$ cat src/rtl/t05_digit_scanner.sv
// t05_digit_scanner: four-digit multiplexed hex display scanner.
// Steps a one-hot select across four digits, PRESCALE cycles each.
// The displayed word is double-buffered so a new value only takes
// effect at a frame boundary. Leading zeros can be blanked.
module t05_digit_scanner #(
  parameter int PRESCALE = 1000
) (
  input  logic        clk,
  input  logic        nrst,
  input  logic [15:0] value,
  input  logic        load,
  input  logic        disp_on,
  input  logic        blank_lz,
  output logic [3:0]  digit_nibble,
  output logic        digit_en,
  output logic [3:0]  digit_sel,
  output logic        frame_done
);

  localparam int PW = (PRESCALE > 1) ? $clog2(PRESCALE) : 1;
  localparam logic [PW-1:0] PLAST = PW'(PRESCALE - 1);

  logic [PW-1:0]   r_pcnt;
  logic [1:0]      r_idx;
  logic [3:0][3:0] r_active;
  logic [3:0][3:0] r_pend;
  logic            r_pend_valid;
  logic            r_disp_on;
  logic            r_blank_lz;
  logic            r_frame_done;

  logic            w_wrap;
  logic            w_boundary;
  logic [3:0]      w_lz;

  assign w_wrap     = (r_pcnt == PLAST);
  assign w_boundary = w_wrap && (r_idx == 2'd3);

  // Prescale counter and digit index; idx steps on the cycle pcnt wraps.
  always_ff @(posedge clk or negedge nrst) begin
    if (!nrst) begin
      r_pcnt <= '0;
      r_idx  <= '0;
    end else begin
      r_pcnt <= w_wrap ? '0 : r_pcnt + 1'b1;
      if (w_wrap) r_idx <= r_idx + 1'b1;
    end
  end

  // Double buffer: a load on the boundary bypasses (and drops) the pending
  // word; otherwise the pending word is promoted at the boundary.
  always_ff @(posedge clk or negedge nrst) begin
    if (!nrst) begin
      r_active     <= '0;
      r_pend       <= '0;
      r_pend_valid <= 1'b0;
    end else if (load && w_boundary) begin
      r_active     <= value;
      r_pend_valid <= 1'b0;
    end else if (load) begin
      r_pend       <= value;
      r_pend_valid <= 1'b1;
    end else if (w_boundary && r_pend_valid) begin
      r_active     <= r_pend;
      r_pend_valid <= 1'b0;
    end
  end

  // Register control inputs and the frame-done pulse.
  always_ff @(posedge clk or negedge nrst) begin
    if (!nrst) begin
      r_disp_on    <= 1'b0;
      r_blank_lz   <= 1'b0;
      r_frame_done <= 1'b0;
    end else begin
      r_disp_on    <= disp_on;
      r_blank_lz   <= blank_lz;
      r_frame_done <= w_boundary;
    end
  end

  // Leading-zero flags: digit i is a leading zero when it and every
  // higher digit are zero; digit 0 always shows.
  always_comb begin
    w_lz    = '0;
    w_lz[3] = (r_active[3] == 4'h0);
    w_lz[2] = w_lz[3] && (r_active[2] == 4'h0);
    w_lz[1] = w_lz[2] && (r_active[1] == 4'h0);
  end

  // Outputs decode registered state only, so they are glitch-free per digit.
  always_comb begin
    digit_sel    = 4'b0001 << r_idx;
    digit_nibble = r_active[r_idx];
    digit_en     = r_disp_on && !(r_blank_lz && w_lz[r_idx]);
    frame_done   = r_frame_done;
  end

endmodule
$ cat config.mk
export PLATFORM = sky130hd
export DESIGN_NAME = t05_digit_scanner
export DESIGN_NICKNAME = d
export VERILOG_FILES = /design/src/rtl/t05_digit_scanner.sv
export SDC_FILE = /design/constraint.sdc
export NUM_CORES = 1
export LEC_CHECK = 0
export ABC_AREA = 1
export ABC_CLOCK_PERIOD_IN_PS = 2100
export BUFFER_PORTS_ARGS = -buffer_cell sky130_fd_sc_hd__buf_2
export CAP_MARGIN = 0
export CORE_ASPECT_RATIO = 2
export CORE_MARGIN = 8
export CORE_UTILIZATION = 50
export DETAILED_ROUTE_END_ITERATION = 8
export GPL_ROUTABILITY_DRIVEN = 0
export GPL_TIMING_DRIVEN = 0
export PLACE_DENSITY = 0.73
export SYNTH_ARGS = -nofsm -noshare
export SYNTH_HDL_FRONTEND = slang
export SYNTH_SLANG_ARGS = --single-unit
$ cat constraint.sdc
create_clock -name clk -period 2.1 [get_ports clk]
set_clock_uncertainty 0.05 [all_clocks]
set_input_delay 0.315 -clock clk [delete_from_list [all_inputs] [get_ports clk]]
set_output_delay 0.315 -clock clk [all_outputs]
set_load 0.03 [all_outputs]
==> qor.csv, run 1 <==
stage;metric;value;unit
run_status;status;complete, no violations;
yosys;ys_types;28;
routing;dr.pass1.iters;4;
sta;finalHoldViolCount;0;
floorplan;dieArea;7463;um^2
yosys;yosysWarnings;0;
global_routing;top_usage_layer;met2;
global_routing;grt_use_met3;3.627;%
yosys;synth_fp_nets;330;
clock_tree;clk_path_buf_depth;2;
power;power_density;661.1;nW/um^2
routing;drtIter0Drc;163;
yosys;ys_seq_area_share;49.59;%
yosys;syn_avg_cell_area;7.968;um^2
cells_and_area;areaGrowthSynthToFinish;14.10;%
clock_tree;post_cts_buffers;0;
routing;drt-total-wl;5.311;mm
clock_tree;cts_sinks;48;
sta;period_share;95.90;%
global_routing;grt_pass1_wl;9.390;mm
routing;antenna_left;0;
critical_path;cp_cell_sequence;inv_1 -> buf_4 -> o21ai_0 -> o21ai_0 -> clkbuf_4;
floorplan;fp-row-count;36;
critical_path;crit_path_end_kind;primary output;
critical_path;critPathMaxStageDelay;0.48;ns
critical_path;slowest_stage;dfrtp_2;
clock_tree;postCtsHoldBufs;0;
cells_and_area;final_cell_mix;73 x nand2_1, 55 x nor2_1, 46 x dfrtp_1, 32 x buf_2, 29 x inv_1;
yosys;synth_mux_area_share;0;%
run;drv_cap;0;
sta;tns;0;ns
yosys;mappedNetlistArea;2422;um^2
cells_and_area;antenna_cells;0;
yosys;synthAdderAreaFrac;2.583;%
power;p_leak;1.497;nW
yosys;yosysTopAreaCell;dfrtp_1;
clock_tree;clk_latency;0.30;ns
cells_and_area;final_common_cell;nand2_1;
yosys;synth_seq_cells;48;
yosys;synth_cells;304;
critical_path;arrival;1.65;ns
min_path;hold_class;in2reg;
global_routing;grt_max_degree;49;
clock_tree;cts_htree_levels;2;
placed_design;port_buffers;30;
critical_path;critPathRequiredTime;1.74;ns
floorplan;initial_utilization;50.73;%
sta;timing.slew.headroom;30.39;%
yosys;synth-xor-area-share;0.7231;%
routing;drc;0;
global_routing;antenna_found_initial;0;
critical_path;cp_common_cell;o21ai_0;
global_routing;grt_util_met1;17.72;%
cells_and_area;final_net_count;367;
sta;fmax;496.5;MHz
sta;finalSetupViolCount;0;
global_routing;track_usage;15.39;%
yosys;synthSimpleGateAreaFrac;30.42;%
floorplan;io_pins;31;
sta;post-route-min-period;2.014;ns
placed_design;dp_slack;0.1649;ns
yosys;synth_top_family_by_area;simple AND/OR/NAND/NOR gates;
floorplan;fp.coreArea;4775;um^2
cells_and_area;num-fill-cells;464;
power;peakVddDrop;0.5321;mV
floorplan;die_h;114.4;um
routing;num_vias;2099;
routing;viasPerCell;5.261;
sta;setup_ws;0.08600;ns
global_routing;grt_overflow;0;
yosys;synth_top_area_share;49.59;%
critical_path;critPathKind;reg2out;
clock_tree;cts_root_buffer;clkbuf_8;
routing;routedWlPerCell;13.31;um
yosys;synth-compound-area-share;9.039;%
placed_design;dpl.hpwl;3.960;mm
clock_tree;cts_buffers;5;
cells_and_area;drive_gt1_share;18.13;%
global_routing;met2_usage;26.44;%
sta;slew_viol_final;0;
critical_path;cp-start-kind;flip-flop;
clock_tree;tritoncts;built;
clock_tree;cts.clk_slew.worst_paths;0.09;ns
critical_path;cp_max_fo;11;
global_routing;grt_pass1_vias;2152;
sta;tightest_slew;1.044;ns
floorplan;die_x;65.22;um
yosys;synth_area_leaders;dfrtp_1 50%, nand2_1 11%, nor2_1 8.5%;
sta;rsz0062_at_grt;no;
==> Yosys cell counts (all sizes together) <==
cell	n
nand3	7
inv	32
o21ai	15
clkbuf	2
and3	1
o31ai	1
nor2	58
xor2	2
a21oi	24
buf	7
nand4	3
clkinv	1
dfrtp	48
nand2	76
nor3	20
ha	5
o22ai	2
==> routing by layer <==
layer | vias up | part of all wire, %
met1 | 974 | 43
met2 | 81 | 50
li1 | 1034 | -
met5 | - | 0
met4 | 0 | 1.7
met3 | 10 | 6.1
==> report_power, final <==
group	internal [W]	total, W	leakage [nW]	switching [W]
clock network	0.000352	0.000662	0.0541	0.000309
logic	0.0000607	0.000172	0.873	0.000111
registers	0.000972	0.000994	0.570	0.0000221
==> state kept, by name, indices dropped and copies added, names as in the netlist <==
register and count:
r_active 16, r_pend_valid 1, r_idx 2, r_disp_on 1
frame_done 1, r_pcnt 10, r_blank_lz 1, r_pend 16
==> through the flow <==
step	area, um^2	util (%)	hold slack (ns)	power (W)	cells
6_report	2764	57.89	0.06964	0.001827	399
5_1_grt	2764	57.89	0.04849	0.001918	399
4_1_cts	2756	57.73	0.06132	0.001848	399
3_5_place_dp	2644	55.37	0.3749	0.001185	391
3_3_place_gp	2644	55.37	0.3752	0.001177	391
2_1_floorplan	2422	-	-0.03059	0.001109	304
==> repair_timing <==
| action | in CTS | in global routing |
|---|---|---|
| setup endpoints to repair | 6 | 5 |
| resized for setup | 1 | 6 |
| endpoints found under the hold margin | 0 | 0 |
==> critical path, delay by kind of cell (launching register included) <==
kind | cells | cell delay [ns]
flops | 1 | 0.48
buf+inv | 3 | 0.57
compound gates | 2 | 0.30
==> final cells by class <==
type / count / area (um^2) / area share [%]
repair buffers: 30 / 152.6 / 5.523
multi-input cells: 214 / 1036 / 37.48
flip-flops and latches: 48 / 1204 / 43.55
well taps: 57 / 71.32 / 2.580
inverters: 33 / 125.1 / 4.527
clock inverters: 3 / 42.54 / 1.539
clock buffers: 5 / 68.82 / 2.490
plain buffers: 9 / 63.81 / 2.309
==> cell families (layout without fill, tap and decap cells) <==
kind of cell	count (synthesis)	count (layout)
compound gates	42	42
xor+xnor	2	2
fa+ha+maj	5	5
buf+inv	42	80
flops	48	48
simple gates	165	165
==> path summary, 6_finish.rpt <==
kind | start | end | slack (ns) | depth (start not counted)
min in group asynchronous | nrst | r_pcnt[6] | 0.15 | 1
min | blank_lz | r_blank_lz | 0.07 | 1
max reg2reg | r_pcnt[0] | r_pend[7] | 0.35 | 8
max in group asynchronous | nrst | r_idx[0] | 1.15 | 1
min reg2reg | r_active[1] | r_active[1] | 0.45 | 2
max | r_idx[0] | digit_nibble[2] | 0.09 | 5
Power figures use the tool's default switching activity.
==> run 2: changes to the inputs <==
--- a/config.mk
+++ b/config.mk
@@ -15,7 +15,7 @@
 export DETAILED_ROUTE_END_ITERATION = 8
 export GPL_ROUTABILITY_DRIVEN = 0
 export GPL_TIMING_DRIVEN = 0
-export PLACE_DENSITY = 0.73
+export PLACE_DENSITY = 0.77
 export SYNTH_ARGS = -nofsm -noshare
 export SYNTH_HDL_FRONTEND = slang
 export SYNTH_SLANG_ARGS = --single-unit
==> qor.csv, run 2 (synthesis results as in run 1) <==
stage;metric;value;unit
clock_tree;tritoncts;built;
floorplan;initial_utilization;50.73;%
cells_and_area;areaGrowthSynthToFinish;14.41;%
floorplan;io_pins;31;
power;pwr-share-clk;37.8;%
critical_path;critPathRequiredTime;1.74;ns
sta;rsz0062_at_grt;no;
critical_path;cp-start-kind;flip-flop;
min_path;hold_class;in2reg;
critical_path;critPathBufInv;3;
cells_and_area;final_common_cell;nand2_1;
critical_path;critPathTopFamily;buffers and inverters;
cells_and_area;final_cell_mix;73 x nand2_1, 55 x nor2_1, 46 x dfrtp_1, 33 x buf_2, 29 x inv_1;
global_routing;track_usage;14.55;%
clock_tree;post_cts_buffers;0;
critical_path;crit_path_end_kind;primary output;
sta;finalSetupViolCount;0;
placed_design;port_buffers;30;
run;drv_cap;0;
routing;antenna_left;0;
routing;drt-total-wl;5.045;mm
power;p_seq_share;53.2;%
critical_path;critPathKind;reg2out;
global_routing;grt_max_degree;49;
sta;whs;0.06194;ns
global_routing;antenna_found_initial;0;
run_status;status;complete, no violations;
routing;num_vias;2064;
power;p_sw;0.0004468;W
cells_and_area;final_net_count;367;
critical_path;cp_cell_sequence;inv_1 -> clkbuf_4 -> a21oi_1 -> o21ai_0 -> o31ai_1 -> buf_2;
clock_tree;clk_path_buf_depth;2;
placed_design;dpl.hpwl;3.856;mm
sta;tightest_slew;1.051;ns
cells_and_area;post-route-util;58.05;%
floorplan;die_x;65.22;um
global_routing;grt_overflow;0;
sta;slew_viol_final;0;
global_routing;grt_pass1_vias;2080;
sta;post-route-min-period;1.988;ns
power;peakVddDrop;0.5899;mV
power;p_int;0.001422;W
clock_tree;postCtsHoldBufs;0;
sta;tns;0;ns
clock_tree;cts_sinks;48;
power;power_density;674.2;nW/um^2
cells_and_area;final_area;2771;um^2
critical_path;arrival;1.62;ns
power;power;0.001868;W
routing;drc;0;
power;p_leak;1.504;nW
placed_design;dpl_cell_area;2644;um^2
sta;period_share;94.64;%
sta;finalHoldViolCount;0;
global_routing;grt_pass1_wl;8.949;mm
clock_tree;cts_buffers;5;
power;p_comb_share;9.0;%
clock_tree;cts_root_buffer;clkbuf_8;
routing;dr.pass1.iters;4;
routing;routedWlPerCell;12.64;um
clock_tree;clk_latency;0.30;ns
floorplan;die_h;114.4;um
floorplan;fp.coreArea;4775;um^2
cells_and_area;drive_gt1_share;18.13;%
cells_and_area;antenna_cells;0;
routing;drtIter0Drc;110;
sta;timing.slew.headroom;29.96;%
critical_path;critPathMaxStageDelay;0.47;ns
routing;viasPerCell;5.173;
floorplan;dieArea;7463;um^2
cells_and_area;largest_registers;r_active: 16 flops, r_pend: 16 flops, r_pcnt: 10 flops;
critical_path;slowest_stage;dfrtp_2;
power;p_sw_share;23.91;%
floorplan;fp-row-count;36;
sta;fmax;503.1;MHz
cells_and_area;num-fill-cells;457;
critical_path;cp_max_fo;11;
clock_tree;cts_htree_levels;2;
clock_tree;cts.clk_slew.worst_paths;0.09;ns
[run 2: cell count changes in the layout (fill, tap and decap cells not counted), sizes merged]
cell | previous run | this run
clkinvlp | 1 | 0
clkbuf | 7 | 8
[run 2: area by class of cell]
type | count | area [um^2] | share of cell area, %
Sequential cell | 48 | 1204 | 43.43
Multi-Input combinational cell | 214 | 1036 | 37.38
Timing Repair Buffer | 30 | 150.1 | 5.418
Inverter | 33 | 125.1 | 4.515
Clock buffer | 6 | 82.58 | 2.980
Tap cell | 57 | 71.32 | 2.573
Buffer | 9 | 63.81 | 2.302
Clock inverter | 2 | 38.79 | 1.400
[run 2: worst reg2reg max path: cells and delay by family, from the launching register on]
family	cells	cell delay (ns)
compound gates	1	0.05
fa+ha+maj	1	0.25
buf+inv	2	0.31
flops	1	0.44
simple gates	4	0.51
[run 2: repair_timing]
action                                 in CTS  in global routing
endpoints found under the hold margin       0                  0
setup endpoints to repair                   6                  5
gates resized for setup                     1                  4
[run 2: layer usage]
layer	global-route usage, %	vias up	routed length [um]
li1	-	1035	-
met1	16.75	971	2315
met2	25.38	51	2433
met3	2.745	7	221
met4	5.572	0	76
met5	0	-	0
[run 2: power by group through the flow]
stage	combinational, W	clock, W	sequential [W]
after floorplan	0.000104	0	0.00101
after global placement	0.000166	0	0.00101
after detailed placement	0.000171	0	0.00101
after CTS	0.000171	0.000725	0.000994
after global routing	0.000197	0.000754	0.000999
final	0.000169	0.000706	0.000994
[run 2: path summary, 6_finish.rpt]
kind | from | endpoint | slack, ns | depth (start not counted)
setup / recovery | r_idx[0] | digit_nibble[3] | 0.11 | 6
hold / removal | blank_lz | r_blank_lz | 0.06 | 1
setup reg to reg | r_pcnt[0] | r_pend[1] | 0.36 | 8
hold reg to reg | r_active[1] | r_active[1] | 0.44 | 2
max in group asynchronous | nrst | r_idx[1] | 1.16 | 1
min in group asynchronous | nrst | r_pcnt[0] | 0.14 | 1
[run 2: through the flow]
step                instances  setup WS, ns
floorplan                 304        0.1035
global placement          391        0.3125
detailed placement        391        0.2312
CTS                       399      0.003655
global route              399      0.005001
finish                    399        0.1125
